`src/rtl/ddr5_cmd_sequencer_pkg.sv`:
```
// Shared declarations for the DDR5 command sequencer: command encoding, request fields
// and default DIMM timing values.
package ddr5_cmd_sequencer_pkg;

  typedef enum logic [2:0] {
    CmdNop  = 3'd0,
    CmdAct0 = 3'd1,
    CmdAct1 = 3'd2,
    CmdRd0  = 3'd3,
    CmdRd1  = 3'd4,
    CmdWr0  = 3'd5,
    CmdWr1  = 3'd6,
    CmdPre  = 3'd7
  } cmd_t;

  typedef struct packed {
    logic        channel;
    logic [2:0]  bank_group;
    logic [1:0]  bank;
    logic [15:0] row;
    logic [9:0]  col;
  } mem_request_t;

  localparam int unsigned CntWidth = 10;

  localparam int unsigned DefTRcd   = 39;
  localparam int unsigned DefTRtp   = 18;
  localparam int unsigned DefTCwl   = 38;
  localparam int unsigned DefTBurst = 8;
  localparam int unsigned DefTWr    = 48;
  localparam int unsigned DefTRp    = 39;

endpackage

```
`src/rtl/ddr5_cmd_sequencer_dimm_tick_counter.sv`:
```
// DIMM tick generator (half CPU rate) plus a loadable down-counter that steps once per tick.
module ddr5_cmd_sequencer_dimm_tick_counter
  import ddr5_cmd_sequencer_pkg::*;
(
  input  logic                clk_i,
  input  logic                rst_i,
  input  logic                load_i,
  input  logic [CntWidth-1:0] load_value_i,
  output logic                tick_o,
  output logic                expire_o
);

  logic                phase_q;
  logic [CntWidth-1:0] count_q;

  // Decrement on the edge that closes the non-tick cycle, so the count is stable
  // throughout each tick period and saturates at zero.
  always_ff @(posedge clk_i) begin
    if (rst_i) begin
      phase_q <= 1'b0;
      count_q <= '0;
    end else begin
      phase_q <= ~phase_q;
      if (load_i) begin
        count_q <= load_value_i;
      end else if (phase_q && (count_q != '0)) begin
        count_q <= count_q - 1'b1;
      end
    end
  end

  assign tick_o   = ~phase_q;
  assign expire_o = (count_q == '0);

endmodule

```
`src/rtl/ddr5_cmd_sequencer.sv`:
```
// Closed-page DDR5 command sequencer: ACT0/ACT1, RD/WR pair, PRE per request with
// tRCD / tRTP / write-recovery / tRP spacing in DIMM ticks.
module ddr5_cmd_sequencer
  import ddr5_cmd_sequencer_pkg::*;
#(
  parameter int unsigned T_RCD   = DefTRcd,
  parameter int unsigned T_RTP   = DefTRtp,
  parameter int unsigned T_CWL   = DefTCwl,
  parameter int unsigned T_BURST = DefTBurst,
  parameter int unsigned T_WR    = DefTWr,
  parameter int unsigned T_RP    = DefTRp
) (
  input  logic        clock,
  input  logic        reset,
  input  logic        req_valid,
  output logic        req_ready,
  input  logic [1:0]  req_operation,
  input  logic        req_channel,
  input  logic [2:0]  req_bank_group,
  input  logic [1:0]  req_bank,
  input  logic [15:0] req_row,
  input  logic [9:0]  req_col,
  output logic        cmd_valid,
  output cmd_t        cmd_code,
  output logic        cmd_channel,
  output logic [2:0]  cmd_bank_group,
  output logic [1:0]  cmd_bank,
  output logic [15:0] cmd_row,
  output logic [9:0]  cmd_col,
  output logic        done
);

  typedef enum logic [3:0] {
    StIdle, StAct0, StAct1, StWaitRcd, StCas0, StCas1, StWaitPre, StPre, StWaitRp
  } state_t;

  // Wait states are entered one tick after the issuing command, and their exit edge
  // schedules the following command one tick later, hence the -3 / -1 offsets.
  localparam logic [CntWidth-1:0] RcdLoad = CntWidth'(T_RCD - 3);
  localparam logic [CntWidth-1:0] RdPre   = CntWidth'(T_RTP);
  localparam logic [CntWidth-1:0] WrPre   = CntWidth'(T_CWL + T_BURST + T_WR);
  localparam logic [CntWidth-1:0] RpLoad  = CntWidth'(T_RP - 1);

  state_t              state_q;
  mem_request_t        req_q;
  mem_request_t        cmd_q;
  mem_request_t        req_in;
  logic                is_write_q;
  logic                cmd_valid_q;
  cmd_t                cmd_code_q;
  logic                done_q;
  logic                tick;
  logic                expire;
  logic                cnt_load;
  logic [CntWidth-1:0] cnt_value;
  logic [CntWidth-1:0] pre_delay;
  logic                accept;

  assign req_in = '{channel:    req_channel,
                    bank_group: req_bank_group,
                    bank:       req_bank,
                    row:        req_row,
                    col:        req_col};

  assign req_ready = (state_q == StIdle) && !reset;
  assign accept    = req_valid && req_ready;
  assign pre_delay = is_write_q ? WrPre : RdPre;

  always_comb begin
    cnt_load  = 1'b0;
    cnt_value = '0;
    if (!tick) begin
      case (state_q)
        StAct1: begin
          cnt_load  = 1'b1;
          cnt_value = RcdLoad;
        end
        StCas1: begin
          cnt_load  = 1'b1;
          cnt_value = pre_delay - CntWidth'(3);
        end
        StPre: begin
          cnt_load  = 1'b1;
          cnt_value = RpLoad;
        end
        default: ;
      endcase
    end
  end

  ddr5_cmd_sequencer_dimm_tick_counter u_tick_counter (
    .clk_i       (clock),
    .rst_i       (reset),
    .load_i      (cnt_load),
    .load_value_i(cnt_value),
    .tick_o      (tick),
    .expire_o    (expire)
  );

  // Commands are decided on the edge closing a non-tick cycle so the registered
  // outputs appear exactly in the tick cycle they are scheduled for.
  always_ff @(posedge clock) begin
    if (reset) begin
      state_q     <= StIdle;
      req_q       <= '0;
      cmd_q       <= '0;
      is_write_q  <= 1'b0;
      cmd_valid_q <= 1'b0;
      cmd_code_q  <= CmdNop;
      done_q      <= 1'b0;
    end else begin
      cmd_valid_q <= 1'b0;
      cmd_code_q  <= CmdNop;
      done_q      <= 1'b0;
      unique case (state_q)
        StIdle: begin
          if (accept) begin
            req_q      <= req_in;
            is_write_q <= (req_operation == 2'd1);
            if (!tick) begin
              cmd_valid_q <= 1'b1;
              cmd_code_q  <= CmdAct0;
              cmd_q       <= req_in;
              state_q     <= StAct1;
            end else begin
              state_q <= StAct0;
            end
          end
        end
        StAct0: begin
          if (!tick) begin
            cmd_valid_q <= 1'b1;
            cmd_code_q  <= CmdAct0;
            cmd_q       <= req_q;
            state_q     <= StAct1;
          end
        end
        StAct1: begin
          if (!tick) begin
            cmd_valid_q <= 1'b1;
            cmd_code_q  <= CmdAct1;
            cmd_q       <= req_q;
            state_q     <= (T_RCD == 2) ? StCas0 : StWaitRcd;
          end
        end
        StWaitRcd: begin
          if (!tick && expire) state_q <= StCas0;
        end
        StCas0: begin
          if (!tick) begin
            cmd_valid_q <= 1'b1;
            cmd_code_q  <= is_write_q ? CmdWr0 : CmdRd0;
            cmd_q       <= req_q;
            state_q     <= StCas1;
          end
        end
        StCas1: begin
          if (!tick) begin
            cmd_valid_q <= 1'b1;
            cmd_code_q  <= is_write_q ? CmdWr1 : CmdRd1;
            cmd_q       <= req_q;
            state_q     <= (pre_delay == CntWidth'(2)) ? StPre : StWaitPre;
          end
        end
        StWaitPre: begin
          if (!tick && expire) state_q <= StPre;
        end
        StPre: begin
          if (!tick) begin
            cmd_valid_q <= 1'b1;
            cmd_code_q  <= CmdPre;
            cmd_q       <= req_q;
            state_q     <= StWaitRp;
          end
        end
        StWaitRp: begin
          // Stay here through the done cycle so req_ready rises only afterwards.
          if (done_q) begin
            state_q <= StIdle;
          end else if (!tick && expire) begin
            done_q <= 1'b1;
          end
        end
        default: state_q <= StIdle;
      endcase
    end
  end

  assign cmd_valid      = cmd_valid_q;
  assign cmd_code       = cmd_code_q;
  assign done           = done_q;
  assign cmd_channel    = cmd_q.channel;
  assign cmd_bank_group = cmd_q.bank_group;
  assign cmd_bank       = cmd_q.bank;
  assign cmd_row        = cmd_q.row;
  assign cmd_col        = cmd_q.col;

endmodule

```
`config.mk`:
```
export PLATFORM = sky130hd
export DESIGN_NAME = ddr5_cmd_sequencer
export DESIGN_NICKNAME = d
export VERILOG_FILES = /design/src/rtl/ddr5_cmd_sequencer_pkg.sv /design/src/rtl/ddr5_cmd_sequencer_dimm_tick_counter.sv /design/src/rtl/ddr5_cmd_sequencer.sv
export SDC_FILE = /design/constraint.sdc
export NUM_CORES = 1
export LEC_CHECK = 0
export BUFFER_PORTS_ARGS = -buffer_cell sky130_fd_sc_hd__buf_2
export CAP_MARGIN = 20
export CORE_MARGIN = 2
export CORE_UTILIZATION = 50
export CTS_BUF_LIST = sky130_fd_sc_hd__clkbuf_8
export CTS_CLUSTER_SIZE = 28
export DETAILED_ROUTE_END_ITERATION = 7
export HOLD_SLACK_MARGIN = 0.08
export PLACE_DENSITY = 0.84
export SYNTH_ARGS = -nofsm -noshare
export SYNTH_HDL_FRONTEND = slang
export SYNTH_SLANG_ARGS = --single-unit
```
`constraint.sdc`:
```
create_clock -name clock -period 2.4 [get_ports clock]
set_input_delay 0.48 -clock clock [delete_from_list [all_inputs] [get_ports clock]]
set_output_delay 0.48 -clock clock [all_outputs]
set_load 0.03 [all_outputs]
```
## Word level (Yosys, flattened, before mapping)

Cells that the tools add are included.

- Reductions and logical operators: 16
- Eq/ne operators: 21
- Muxes and demuxes: 36
- Bitwise logic cells: 2
- Add/sub/neg operators: 2

Operator list:

| operator | count |
|---|---|
| 2-to-1 mux 32 bit | 3 |
| case mux 32 bit (2 select lines) | 1 |
| 2-to-1 mux 4 bit | 9 |
| case mux 4 bit (9 select lines) | 1 |
| 2-to-1 mux 10 bit | 3 |
| case mux 10 bit (3 select lines) | 1 |
| case mux 3 bit (6 select lines) | 1 |
| == test 4 x 3 -> 1 bit, second input constant | 4 |
| != test 2 x 1 -> 1 bit, second input constant | 7 |
| 2-to-1 mux 3 bit | 4 |
| logical NOT 10 bit | 1 |
| nonzero test 10 bit | 1 |
| subtractor 10 x 1 -> 10 bit, second input constant | 1 |
| AND reduction 9 bit | 1 |
| == test 4 x 2 -> 1 bit, second input constant | 2 |
| 2-to-1 mux 1 bit | 8 |
| != test 2 bit, second input constant | 4 |
| subtractor 7 x 2 -> 8 bit, second input constant | 1 |
| == test 7 x 2 -> 1 bit, second input constant | 1 |
| 2-to-1 mux 7 bit | 1 |
| 2-to-1 mux 2 bit | 3 |
| OR reduction 3 bit | 2 |
| OR reduction 5 bit | 1 |
| == test 4 x 1 -> 1 bit, second input constant | 1 |
| other kinds (10) | 15 |

- Logic and storage cells: 94
- Output and inout bits: 38
- Flip-flop bits (word level): 85
- Input port bits: 37

## Logic depth before layout (Yosys ltp)

- Word-level depth: 5
- Mapped depth: 8
- Depth with buffers taken out: 7

## Cells and area by module

Synthesis repeated with hierarchy kept, for this count alone.

- Cells, all modules: 468
- Area, all modules: 4106.4 µm²

Modules (own cells, without submodules):

| module | seq. area each (µm²) | times used | cells each | area each (µm²) |
|---|---|---|---|---|
| ddr5_cmd_sequencer | 1481.4 | 1 | 394 | 3490.8 |
| ddr5_cmd_sequencer_dimm_tick_counter | 220.2 | 1 | 74 | 615.6 |

## Least setup slack after synthesis

Ideal clock, no wire load.

- Path type: input to register
- From: input port reset
- To: register cmd_q (netlist bit cmd_bank[0])
- Buffers on the path: 3
- Stages: 7
- Setup slack: 0.518 ns
- Required time: 2.255 ns
- Setup time: 0.145 ns
- Data arrival time: 1.737 ns
- Cells stage by stage: buf_2 > nor2_2 > nand3_2 > a211oi_2 > buf_4 > buf_2 > a211oi_2

- Word-level cells in the longest chain between the ends: 5

RTL lines:

| what | line | text |
|---|---|---|
| start: declaration | ddr5_cmd_sequencer.sv:14 | `input logic reset,` |
| logical NOT 1 bit | ddr5_cmd_sequencer.sv:65 | `assign req_ready = (state_q == StIdle) && !reset;` |
| logical AND 1 bit | ddr5_cmd_sequencer.sv:65 |  |
| logical AND 1 bit | ddr5_cmd_sequencer.sv:66 | `assign accept = req_valid && req_ready;` |
| != test 2 bit (no line) | - |  |
| AND reduction 4 bit (no line) | - |  |
| end signal: assignment | ddr5_cmd_sequencer.sv:123 | `cmd_q <= req_in;` |
| end signal: assignment | ddr5_cmd_sequencer.sv:134 | `cmd_q <= req_q;` |
| end signal: assignment | ddr5_cmd_sequencer.sv:142 | `cmd_q <= req_q;` |
| end: declaration | ddr5_cmd_sequencer.sv:46 | `mem_request_t cmd_q;` |

Parallel ways exist; a longest one is shown, timed or not.
A chain may end at the register's enable or synchronous reset.

## Final worst setup path

- From: register state_q[1]
- To: output port req_ready

- Word-level cells in the longest chain between the ends: 2

RTL lines:

| what | line | text |
|---|---|---|
| start: declaration | ddr5_cmd_sequencer.sv:44 | `state_t state_q;` |
| start signal: assignment | ddr5_cmd_sequencer.sv:104 | `state_q <= StIdle;` |
| start signal: assignment | ddr5_cmd_sequencer.sv:124 | `state_q <= StAct1;` |
| start signal: assignment | ddr5_cmd_sequencer.sv:126 | `state_q <= StAct0;` |
| logical NOT 4 bit | ddr5_cmd_sequencer.sv:65 |  |
| logical AND 1 bit | ddr5_cmd_sequencer.sv:65 |  |
| end: declaration | ddr5_cmd_sequencer.sv:16 | `output logic req_ready,` |

No other way between the ends.

==> flow_summary.yaml <==
floorplan:
  die_w_um: 90.28
  coreArea_mm2: 0.007214
  start_util: 0.5160
  die_h_um: 90.28
  core.rowCount: 31
  die_area_mm2: 0.008150
  io_pins: 75
yosys:
  synth_nets: 463
  synth_area_mm2: 0.003722
  yosys.area.top_type: "dfxtp_1"
  synth_cell_type_count: 49
  syn_avg_cell_area_um2: 8.779
  yosys_warnings: 0
  ys_seq_area_frac: 0.4571
  synth-seq-cells: 85
  synth_top_area_share: 0.4571
  syn_inst: 424
  synth_area_leaders: "dfxtp_1 46%, mux2i_1 9.1%, nand2_1 7.5%"
clock_tree:
  cts-resized-gates: 0
  post_cts_buffers: 0
  ctsHoldBuffers: 0
  htreeDepth: 3
  cts-root-buf: "clkbuf_8"
  cts_max_path_buffers: 2
  cts_made_buffers: 9
  path_clk_slew_ps: 90
  clkLatencyLatePin_ps: 360
  clock-sinks: 85
  cts_tree: "yes"
critical_path:
  crit_fanout: 12
  endpoint_kind: "output port"
  crit_type: "reg -> out"
  worstSetupStartpointType: "flop"
  required_ps: 1920
  worstPathArrival_ps: 1640
  slowest_delay_ps: 460
  crit_buf_inv: 1
  critical_path.cell_chain: "nor3_4 -> and2_1 -> buf_2"
  worst_path_max_delay_cell: "dfxtp_1"
  crit_family: "simple AND/OR/NAND/NOR gates"
power:
  powerDensity_mw_per_mm2: 1045
  ir_drop_mv: 0.4913
  leakage_nw: 2.033
  total_power_mw: 4.556
final_layout:
  finalNetCount: 532
  fin_area_mm2: 0.004360
  drive_gt1_frac: 0.2530
  area_delta_synth_final_pct: 17.14
  diodes: 0
  final_util: 0.6044
global_routing:
  grt_pass1_wl_mm: 14.51
  antenna_found_initial: 0
  grt_use_total: 0.2173
  grt_pass1_vias: 3131
  grt_max_degree: 35
  grt_overflow: 0
drt:
  drc: 0
  drt-pass1-iter-count: 4
  finalWirelength_mm: 8.557
  ant_nets: 0
  first_iter_violations: 332
  wl_per_cell_um: 14.33
  vias_per_cell: 5.355
  route.vias.total: 3197
sta:
  slew_violations: 0
  fin_setup_tns_ps: 0
  slew_headroom: 0.6494
  finalClockSkew_ps: 9.938
  rsz0062_at_grt: "false"
  fmax_mhz: 470.7
  hold_viol: 0
  fin_crit_ps: 2124
  setup_violations: 0
  fin_crit_sh: 0.8852
  worst_pin_slew_ps: 518.6
job:
  cap_viol_max_count: 0
status:
  status: "completed"
placement:
  portBuffers: 74
  gp_congestion: 0.9201
  placed_cell_area_mm2: 0.004185
  dp_hpwl_mm: 6.024
worst_hold_path:
  hp-class: "in -> reg"
state kept, by name (all words and copies together) (netlist names), 2 cells and up:
name and cells:
cmd_code 3, req_q 32, cmd_row 16, cmd_bank 2, cmd_bank_group 3, cmd_col 10
state_q 4, u_tick_counter.count_q 10
final cells by class:
| type | count | area, µm² |
|---|---|---|
| Clock inverter | 7 | 51.30 |
| Fill cell | 629 | 2854 |
| Timing Repair Buffer | 87 | 467.9 |
| Clock buffer | 9 | 123.9 |
| Tap cell | 99 | 123.9 |
| Sequential cell | 85 | 1702 |
| Inverter | 8 | 30.03 |
| Multi-Input combinational cell | 302 | 1862 |
where the power goes:
group / switching [mW] / internal, mW / total (mW)
clock: 0.534 / 0.379 / 0.914
sequential: 0.182 / 1.66 / 1.85
combinational: 1.11 / 0.689 / 1.80
worst min-delay path: stages:
cell	delay, ps
buf_2	90
nand2_1	40
nand2_1	40
cells in the final DEF (no fill, tap or decap), types with 2 or more instances in the layout:
cell type	n
clkbuf_8	9
a31oi_1	2
nand3_1	37
mux2i_1	34
buf_2	74
xor2_1	2
and3_1	2
xnor2_1	4
o21ai_0	7
nor2b_1	3
nor4_1	2
a211oi_1	21
a211oi_2	15
ha_1	2
and2_1	3
nor3_1	7
dfxtp_1	85
or3_1	3
inv_1	8
clkinv_4	3
a21oi_1	11
buf_4	13
nor2_1	45
o311ai_0	2
o211ai_1	3
nand2_1	74
nand2b_1	2
layer usage:
layer	vias to the layer above	share of wire	wire length, µm	GRT usage
met5	-	0	0	0
met4	0	0.018	156	0.09615
met3	13	0.058	494	0.04257
met2	102	0.47	3991	0.3521
met1	1469	0.46	3915	0.2825
li1	1613	-	-	-
final timing paths:
path              startpoint          end  slack [ps]  cells after the start
setup / recovery  state_q[1]    req_ready         280                      3
hold / removal    req_col[1]     req_q[1]         320                      3
setup reg to reg  state_q[1]  cmd_row[15]         300                      6
hold reg to reg    req_q[16]    req_q[16]         460                      2
cells by family after synthesis:
logic type,Yosys count,synth area share
compound gates,71,0.1533
xor+xnor,6,0.01412
buf+inv,37,0.04672
flops,85,0.4571
fa+ha+maj,2,0.006722
mux,34,0.09143
simple gates,189,0.2306
through the flow:
step           worst slack [ps]  cells  hold WS, ps
2_1_floorplan             517.9    424        433.3
3_3_place_gp              406.4    581        440.4
3_5_place_dp              351.2    581        444.1
4_1_cts                   275.9    597        309.1
5_1_grt                   164.3    597        317.3
6_report                  275.5    597        316.2
cells in the mapped netlist (all sizes together):
cell / instances
a211oi: 37
a21boi: 1
a21oi: 11
a22oi: 1
a2bb2oi: 1
a31o: 1
a31oi: 2
a32o: 1
and2: 3
and3: 2
and3b: 1
buf: 16
clkbuf: 13
dfxtp: 85
ha: 2
inv: 8
mux2i: 34
nand2: 74
nand2b: 2
nand3: 38
nand3b: 1
nand4: 1
nor2: 46
nor2b: 3
nor3: 8
nor3b: 1
nor4: 3
nor4b: 1
o211ai: 3
o21a: 1
o21ai: 9
o22ai: 1
o311ai: 2
or2: 1
or3: 3
or4: 1
xnor2: 4
xor2: 2
(Power assumes the default switching activity.)
